## config.mk

```make
export PLATFORM = sky130hd
export DESIGN_NAME = uart_rx_packer_flat
export DESIGN_NICKNAME = d
export VERILOG_FILES = /design/src/rtl/uart_rx_packer_pkg.sv /design/src/rtl/uart_rx_packer_if.sv /design/src/rtl/uart_rx_packer_bit_timer.sv /design/src/rtl/uart_rx_packer.sv /design/src/flat_wrapper.sv
export SDC_FILE = /design/constraint.sdc
export NUM_CORES = 1
export LEC_CHECK = 0
export ABC_AREA = 0
export BUFFER_PORTS_ARGS = -buffer_cell sky130_fd_sc_hd__buf_2
export CAP_MARGIN = 10
export CORE_UTILIZATION = 35
export DETAILED_ROUTE_END_ITERATION = 10
export GPL_TIMING_DRIVEN = 0
export SLEW_MARGIN = 20
export SYNTH_ARGS = -nofsm -noshare
export SYNTH_HDL_FRONTEND = slang
export SYNTH_SLANG_ARGS = --single-unit
```

## constraint.sdc

```tcl
create_clock -name clk -period 4.3 [get_ports clk]
set_input_delay 0.215 -clock clk [delete_from_list [all_inputs] [get_ports clk]]
set_output_delay 0.215 -clock clk [all_outputs]
set_load 0.02 [all_outputs]
```

## src/rtl/uart_rx_packer_pkg.sv

```systemverilog
// uart_rx_packer_pkg: shared types and constants for the UART receive packer
package uart_rx_packer_pkg;
    localparam int BYTE_W  = 8;
    localparam int MIN_DIV = 2;
    typedef enum logic [2:0] {IDLE, START, DATA, STOP, BREAK} rx_state_e;
endpackage

```

## src/rtl/uart_rx_packer_if.sv

```systemverilog
// uart_rx_packer_if: write port into the rx FIFO
interface uart_rx_packer_if #(parameter int DATA_W = 16);
    logic [DATA_W-1:0] fifo_data;
    logic              fifo_en;
    logic              fifo_full;
    modport master (output fifo_data, fifo_en, input fifo_full);
    modport slave  (input fifo_data, fifo_en, output fifo_full);
endinterface

```

## src/rtl/uart_rx_packer_bit_timer.sv

```systemverilog
// uart_rx_packer_bit_timer: loadable down-counter; tick while running at zero
module uart_rx_packer_bit_timer #(
    parameter int W = 16
)(
    input  logic         clk,
    input  logic         rst,
    input  logic         load,
    input  logic         run,
    input  logic [W-1:0] load_val,
    output logic         tick
);
    logic [W-1:0] cnt;

    always_ff @(posedge clk or posedge rst)
        if (rst) cnt <= '0;
        else if (load) cnt <= load_val;
        else if (run && cnt != '0) cnt <= cnt - 1'b1;

    assign tick = run && cnt == '0;
endmodule

```

## src/rtl/uart_rx_packer.sv

```systemverilog
// uart_rx_packer: oversampling 8N1 deframer that packs byte pairs (low first)
// into 16-bit FIFO words, flagging framing errors and overruns as pulses.
module uart_rx_packer
    import uart_rx_packer_pkg::*;
#(
    parameter int DATA_W       = 16,
    parameter int DIV_W        = 16,
    parameter int SYNC_STAGES  = 2,
    parameter int IDLE_TO_BITS = 20
)(
    input  logic             clk,
    input  logic             rst,
    input  logic             rx,
    input  logic             enable,
    input  logic [DIV_W-1:0] baud_divisor,
    uart_rx_packer_if.master fifo,
    output logic             frame_err,
    output logic             overrun,
    output logic             busy
);
    localparam int TW = DIV_W + 5;

    rx_state_e              state;
    logic [SYNC_STAGES-1:0] sync;
    logic                   rx_s, rx_d, fall, phase_hi, push_pending;
    logic [2:0]             bit_idx;
    logic [BYTE_W-1:0]      shreg, lo_byte;
    logic [DATA_W-1:0]      word;
    logic [DIV_W-1:0]       div_q, eff_div, bt_val;
    logic [TW-1:0]          to_val;
    logic                   bt_load, bt_run, bt_tick, to_idle_hi, to_tick;

    assign rx_s       = sync[SYNC_STAGES-1];
    assign fall       = rx_d & ~rx_s;
    assign eff_div    = baud_divisor < DIV_W'(MIN_DIV) ? DIV_W'(MIN_DIV) : baud_divisor;
    assign bt_load    = (state == IDLE && fall && enable) ||
                        (bt_tick && (state == DATA || (state == START && !rx_s)));
    // the half-bit load happens while still in IDLE, before div_q is latched
    assign bt_val     = state == IDLE ? (eff_div >> 1) - 1'b1 : div_q - 1'b1;
    assign bt_run     = state == START || state == DATA || state == STOP;
    assign to_idle_hi = state == IDLE && phase_hi;
    assign to_val     = TW'(IDLE_TO_BITS) * TW'(div_q) - 1'b1;
    assign busy       = state != IDLE || phase_hi;

    uart_rx_packer_bit_timer #(.W(DIV_W)) u_bit_timer (
        .clk(clk), .rst(rst), .load(bt_load), .run(bt_run), .load_val(bt_val), .tick(bt_tick)
    );

    // the alignment timer is reloaded whenever the idle-with-half-word window is broken
    uart_rx_packer_bit_timer #(.W(TW)) u_to_timer (
        .clk(clk), .rst(rst), .load(!to_idle_hi), .run(to_idle_hi), .load_val(to_val), .tick(to_tick)
    );

    always_ff @(posedge clk or posedge rst)
        if (rst) begin
            sync           <= '1;
            rx_d           <= 1'b1;
            state          <= IDLE;
            bit_idx        <= '0;
            shreg          <= '0;
            lo_byte        <= '0;
            word           <= '0;
            div_q          <= '0;
            phase_hi       <= 1'b0;
            push_pending   <= 1'b0;
            fifo.fifo_en   <= 1'b0;
            fifo.fifo_data <= '0;
            frame_err      <= 1'b0;
            overrun        <= 1'b0;
        end else begin
            sync         <= {sync[SYNC_STAGES-2:0], rx};
            rx_d         <= rx_s;
            fifo.fifo_en <= 1'b0;
            frame_err    <= 1'b0;
            overrun      <= 1'b0;
            push_pending <= 1'b0;
            if (!enable) begin
                state    <= IDLE;
                phase_hi <= 1'b0;
            end else begin
                if (push_pending) begin
                    if (!fifo.fifo_full) begin
                        fifo.fifo_en   <= 1'b1;
                        fifo.fifo_data <= word;
                    end else overrun <= 1'b1;
                end
                case (state)
                    IDLE: begin
                        if (to_tick) phase_hi <= 1'b0;
                        if (fall) begin
                            state <= START;
                            div_q <= eff_div;
                        end
                    end
                    START: if (bt_tick) begin
                        state   <= rx_s ? IDLE : DATA;
                        bit_idx <= '0;
                    end
                    DATA: if (bt_tick) begin
                        shreg   <= {rx_s, shreg[BYTE_W-1:1]};
                        bit_idx <= bit_idx + 3'd1;
                        if (bit_idx == 3'(BYTE_W - 1)) state <= STOP;
                    end
                    STOP: if (bt_tick) begin
                        if (rx_s) begin
                            state    <= IDLE;
                            phase_hi <= !phase_hi;
                            if (phase_hi) begin
                                word         <= {shreg, lo_byte};
                                push_pending <= 1'b1;
                            end else lo_byte <= shreg;
                        end else begin
                            state     <= BREAK;
                            phase_hi  <= 1'b0;
                            frame_err <= 1'b1;
                        end
                    end
                    BREAK: if (rx_s) state <= IDLE;
                    default: state <= IDLE;
                endcase
            end
        end
endmodule
```

## src/flat_wrapper.sv

```systemverilog
// flat-port wrapper written by rule: the top's interface ports become plain ports
module uart_rx_packer_flat import uart_rx_packer_pkg::*;
#(
    parameter int DATA_W       = 16,
    parameter int DIV_W        = 16,
    parameter int SYNC_STAGES  = 2,
    parameter int IDLE_TO_BITS = 20
)
  (clk, rst, rx, enable, baud_divisor, frame_err, overrun, busy, fifo_fifo_data, fifo_fifo_en, fifo_fifo_full);
  uart_rx_packer_if #(.DATA_W(DATA_W)) fifo_i ();
  input  logic clk;
  input  logic rst;
  input  logic rx;
  input  logic enable;
  input  logic [DIV_W-1:0] baud_divisor;
  output logic frame_err;
  output logic overrun;
  output logic busy;
  output wire logic [$bits(fifo_i.fifo_data)-1:0] fifo_fifo_data;
  output wire logic [$bits(fifo_i.fifo_en)-1:0] fifo_fifo_en;
  input wire logic [$bits(fifo_i.fifo_full)-1:0] fifo_fifo_full;
  assign fifo_fifo_data = fifo_i.fifo_data;
  assign fifo_fifo_en = fifo_i.fifo_en;
  assign fifo_i.fifo_full = fifo_fifo_full;
  uart_rx_packer #(.DATA_W(DATA_W), .DIV_W(DIV_W), .SYNC_STAGES(SYNC_STAGES), .IDLE_TO_BITS(IDLE_TO_BITS)) u_core (.clk(clk), .rst(rst), .rx(rx), .enable(enable), .baud_divisor(baud_divisor), .fifo(fifo_i), .frame_err(frame_err), .overrun(overrun), .busy(busy));
endmodule
```

==> PnR_summary.wiki <==
{| class="wikitable"
! Metric !! Value
|-
| Run status || completed
|-
| DP HPWL || about 11000 microns
|-
| Yosys warnings || 0
|-
| DR vias || around 5300
|-
| Pleak || about 3.5 nW
|-
| I/O Pins || roughly 40
|-
| Maximum fanout count along the critical path || 6
|-
| Hold Path Class || in -> reg
|-
| Share of cells above drive strength 1 || roughly 18%
|-
| Transition time of the tightest slew-check pin || slightly above 700 ps
|-
| Remaining Overflow, GRT || 0
|-
| Routed vias/inst || between 5 and 6
|-
| Clock sinks || about 120
|-
| H-Tree Level Count || 4
|-
| Number of different library cells in the post-synthesis netlist || ~60
|-
| Final core utilization || between 40% and 50%
|-
| Kind of start point of the critical path || flip-flop
|-
| Per-instance average area after synthesis || between 9 and 10 sq um
|-
| Weighted congestion reported at the end of routability-driven placement || 0.828
|-
| Achievable frequency || between 200 and 250 MHz
|-
| Core Region || about 19000 sq um
|-
| Area growth from synthesis to final layout || 16.8%
|-
| Post-route fraction of the period consumed by the critical path || 93.2%
|-
| Post-route cell area || about 8000 sq um
|-
| Post-synth ARST share || 100%
|-
| Number of endpoints failing setup at the final stage || 0
|-
| Post-CTS clock slew at the launch and capture registers of the worst setup and hold paths || about 60 ps
|-
| Nets || about 840
|-
| Crit path buf inv count || 0
|-
| Final WS setup || around 300 ps
|-
| Die area || between 20000 and 25000 sq um
|-
| Wire length of the first global-routing pass || about 26000 microns
|-
| Final Hold Slack || 43.1 ps
|-
| Worst IR drop on VDD || around 0.37 mV
|-
| Startpoint of the tightest hold check path || baud_divisor[0]
|-
| Root buf cell || sky130_fd_sc_hd__clkbuf_16
|-
| Overall die width || 142 microns
|-
| Antenna cell count || 0
|-
| Number of port buffers || 40
|-
| Clock tree from TritonCTS || done
|-
| Post-synthesis cell count || 722
|-
| Final Hold Fails || 0
|-
| Top delay family on crit path || compound AO/OA/AOI/OAI gates
|-
| Detailed-route wire length per cell || between 10 and 15 microns
|-
| Slowest-stage cell, CP || sky130_fd_sc_hd__a211oi_1
|-
| Filler instances || ~1900
|-
| Share of synthesized area occupied by flip-flops and latches || about two fifths
|-
| Rows || 50
|-
| Minimum clock period || approximately 4000 ps
|-
| Post-Route Skew || about 12 ps
|-
| Most common library cell in the layout ignoring fill and taps || sky130_fd_sc_hd__dfrtp_1
|-
| Critical path's most frequent cell || sky130_fd_sc_hd__ha_1
|-
| Initial core utilization || 36.2%
|-
| Max-capacitance violation count || 0
|-
| Worst path cell trace || ha_1 -> ha_1 -> fa_1 -> a211oi_1 -> o211ai_1 -> a21boi_0 -> xnor2_1 -> a221o_1 -> nor4_1 -> mux2i_1 -> nor3_1 -> a21oi_1
|-
| Synthesized flop and latch total || 115
|-
| Total clock buffers created by CTS || 17
|-
| Relative max-transition margin || between 50% and 60%
|-
| Vertical extent of the die || ~140 microns
|-
| Max-slew violation count || 0
|-
| Maximum clock insertion buffer count || 2
|-
| R2r worst-path depth || 12
|-
| Worst R2R End || u_core.u_to_timer.cnt[20]$_DFFE_PP0P_
|-
| RSZ-0062 raised after global routing || no
|-
| Routed wire length || 15000 microns
|-
| Drt initial violations || 269
|-
| Crit path DAT || 4280 ps
|-
| Worst endpoint required time || 4570 ps
|-
| Post-place setup slack || -261 ps
|-
| Total DRC errors in the routed layout || 0
|-
| Sort of element at the end of the critical path || flip-flop
|-
| Power per cell area || slightly below 700 nW/um^2
|-
| Number of detailed-routing iterations run before antenna repair || 5
|-
| Hold path depth || 2
|-
| Slowest Stage Delay on Critical Path || 460 ps
|-
| Via count of the first global-routing pass || 5201
|-
| Setup fix buffers added after clock tree synthesis || 0
|-
| Hold EP || u_core.div_q[0]$_DFFE_PP0P_
|-
| Remaining number of nets flagged by the antenna check after routing || 0
|-
| Net count after synthesis || between 700 and 800
|-
| Worst Path Class, Setup || reg -> reg
|-
| Largest net degree at the start of global routing || 73
|-
| Count of flip-flops with a built-in enable after synthesis || 0
|-
| Primary FF master, synth || sky130_fd_sc_hd__dfrtp_1
|-
| Post-synthesis instance area || between 6000 and 7000 sq um
|-
| Worst skew pair latency || approximately 420 ps
|-
| Commonest cells after routing, fill and taps aside || sky130_fd_sc_hd__dfrtp_1 (112), sky130_fd_sc_hd__nand2_1 (98), sky130_fd_sc_hd__nor2_1 (53)
|-
| Setup slack of the most critical reg-to-reg path || approximately 300 ps
|-
| Overall fraction of global-route tracks in use || around 16%
|-
| Startpoint of the most critical register-to-register path || u_core.div_q[1]$_DFFE_PP0P_
|-
| Initial antenna violation count || 0
|-
| Placed instance area || 7420 sq um
|}
per-stage QoR:
step / TNS, ps / power [mW] / std cells
global placement: -50260 / 4.06 / 1022
finish: 0 / 5.46 / 1056
floorplan: 0 / 3.59 / 722
detailed placement: -721 / 4.09 / 1023
CTS: 0 / 5.49 / 1057
global route: 0 / 5.90 / 1056
power breakdown:
group          switching [mW]  internal, mW  total (mW)
combinational            1.41          1.12        2.52
sequential              0.242          1.34        1.58
clock                   0.544         0.817        1.36
total                    2.19          3.27        5.46
cell type report:
class                      instances  area, sq um  share of cell area (%)
multi-input combinational        563         3800                    47.4
sequential                       115         2880                    35.9
clock buffer                      19          443                    5.52
tap                              260          325                    4.06
timing repair buffer              43          248                    3.09
buffer                            27          130                    1.62
clock inverter                    13          124                    1.54
inverter                          16         65.1                   0.811
synth_stat cells (7+ instances only):
| cell type | number | area, sq um |
|---|---|---|
| sky130_fd_sc_hd__clkbuf_1 | 19 | 71.3 |
| sky130_fd_sc_hd__ha_1 | 33 | 413 |
| sky130_fd_sc_hd__nand2_1 | 99 | 372 |
| sky130_fd_sc_hd__nand3_1 | 21 | 105 |
| sky130_fd_sc_hd__dfrtp_1 | 112 | 2800 |
| sky130_fd_sc_hd__nor2_1 | 53 | 199 |
| sky130_fd_sc_hd__or4_1 | 7 | 52.6 |
| sky130_fd_sc_hd__nor4_1 | 9 | 56.3 |
| sky130_fd_sc_hd__or3_1 | 14 | 87.6 |
| sky130_fd_sc_hd__mux2i_1 | 22 | 220 |
| sky130_fd_sc_hd__xnor2_1 | 37 | 324 |
| sky130_fd_sc_hd__inv_1 | 15 | 56.3 |
| sky130_fd_sc_hd__mux2_2 | 52 | 586 |
| sky130_fd_sc_hd__xor2_1 | 18 | 158 |
| sky130_fd_sc_hd__o22ai_1 | 7 | 43.8 |
| sky130_fd_sc_hd__o21ai_0 | 35 | 175 |
| sky130_fd_sc_hd__a21oi_1 | 48 | 240 |
| sky130_fd_sc_hd__nor3_1 | 28 | 140 |
routing by layer:
metal / track usage [%] / vias up / share of wire, %
met5: 0 / - / 0
met4: 6.62 / 0 / 2.1
met1: 21.5 / 2533 / 49
met2: 25.4 / 76 / 47
li1: - / 2709 / -
met3: 3.10 / 26 / 2.6
timing repair:
item	in CTS	in global routing
gates resized for setup	2	4
setup endpoints to repair	4	4
hold endpoints to repair	44	0
pin swaps	0	1
hold buffers	2	0
cell families (layout without fill, tap and decap cells):
kind of cell,Yosys count,after routing,share of synthesized area [%]
and+or+nand+nor,272,272,19.3
AOI/OAI and AO/OA,128,128,11.0
DFF,115,115,42.0
muxes,74,74,11.7
xor gates and xnor gates,55,55,7.02
buffers and inverters,44,118,2.71
adders and majority gates,34,34,6.30
how the worst max path moves through the flow:
| stage | slack (ps) | endpoint | start | depth (start not counted) |
|---|---|---|---|---|
| after floorplan | 430 | u_core.u_bit_timer.cnt[10]$_DFFE_PP0P_ | u_core.u_bit_timer.cnt[5]$_DFFE_PP0P_ | 15 |
| after detailed placement | -260 | u_core.u_bit_timer.cnt[10]$_DFFE_PP0P_ | u_core.u_bit_timer.cnt[5]$_DFFE_PP0P_ | 15 |
| after CTS | 8 | u_core.u_bit_timer.cnt[10]$_DFFE_PP0P_ | u_core.u_bit_timer.cnt[5]$_DFFE_PP0P_ | 14 |
| after global routing | 80 | u_core.u_bit_timer.cnt[10]$_DFFE_PP0P_ | u_core.u_bit_timer.cnt[5]$_DFFE_PP0P_ | 13 |
| final | 290 | u_core.u_to_timer.cnt[20]$_DFFE_PP0P_ | u_core.div_q[1]$_DFFE_PP0P_ | 12 |
| after global placement | -460 | u_core.u_bit_timer.cnt[9]$_DFFE_PP0P_ | rst | 2 |
state kept, by name, summed over array words and instances, names as in the netlist:
signal                  flops
u_core.bit_idx              3
u_core.div_q               16
u_core.fifo.fifo_data      16
u_core.fifo.fifo_en         1
u_core.frame_err            1
u_core.lo_byte              8
u_core.overrun              1
u_core.phase_hi             1
u_core.push_pending         1
u_core.rx_d                 1
u_core.shreg                8
u_core.state                3
u_core.sync                 2
u_core.u_bit_timer.cnt     16
u_core.u_to_timer.cnt      21
u_core.word                16
No activity file was read; power rests on OpenSTA's default activity.
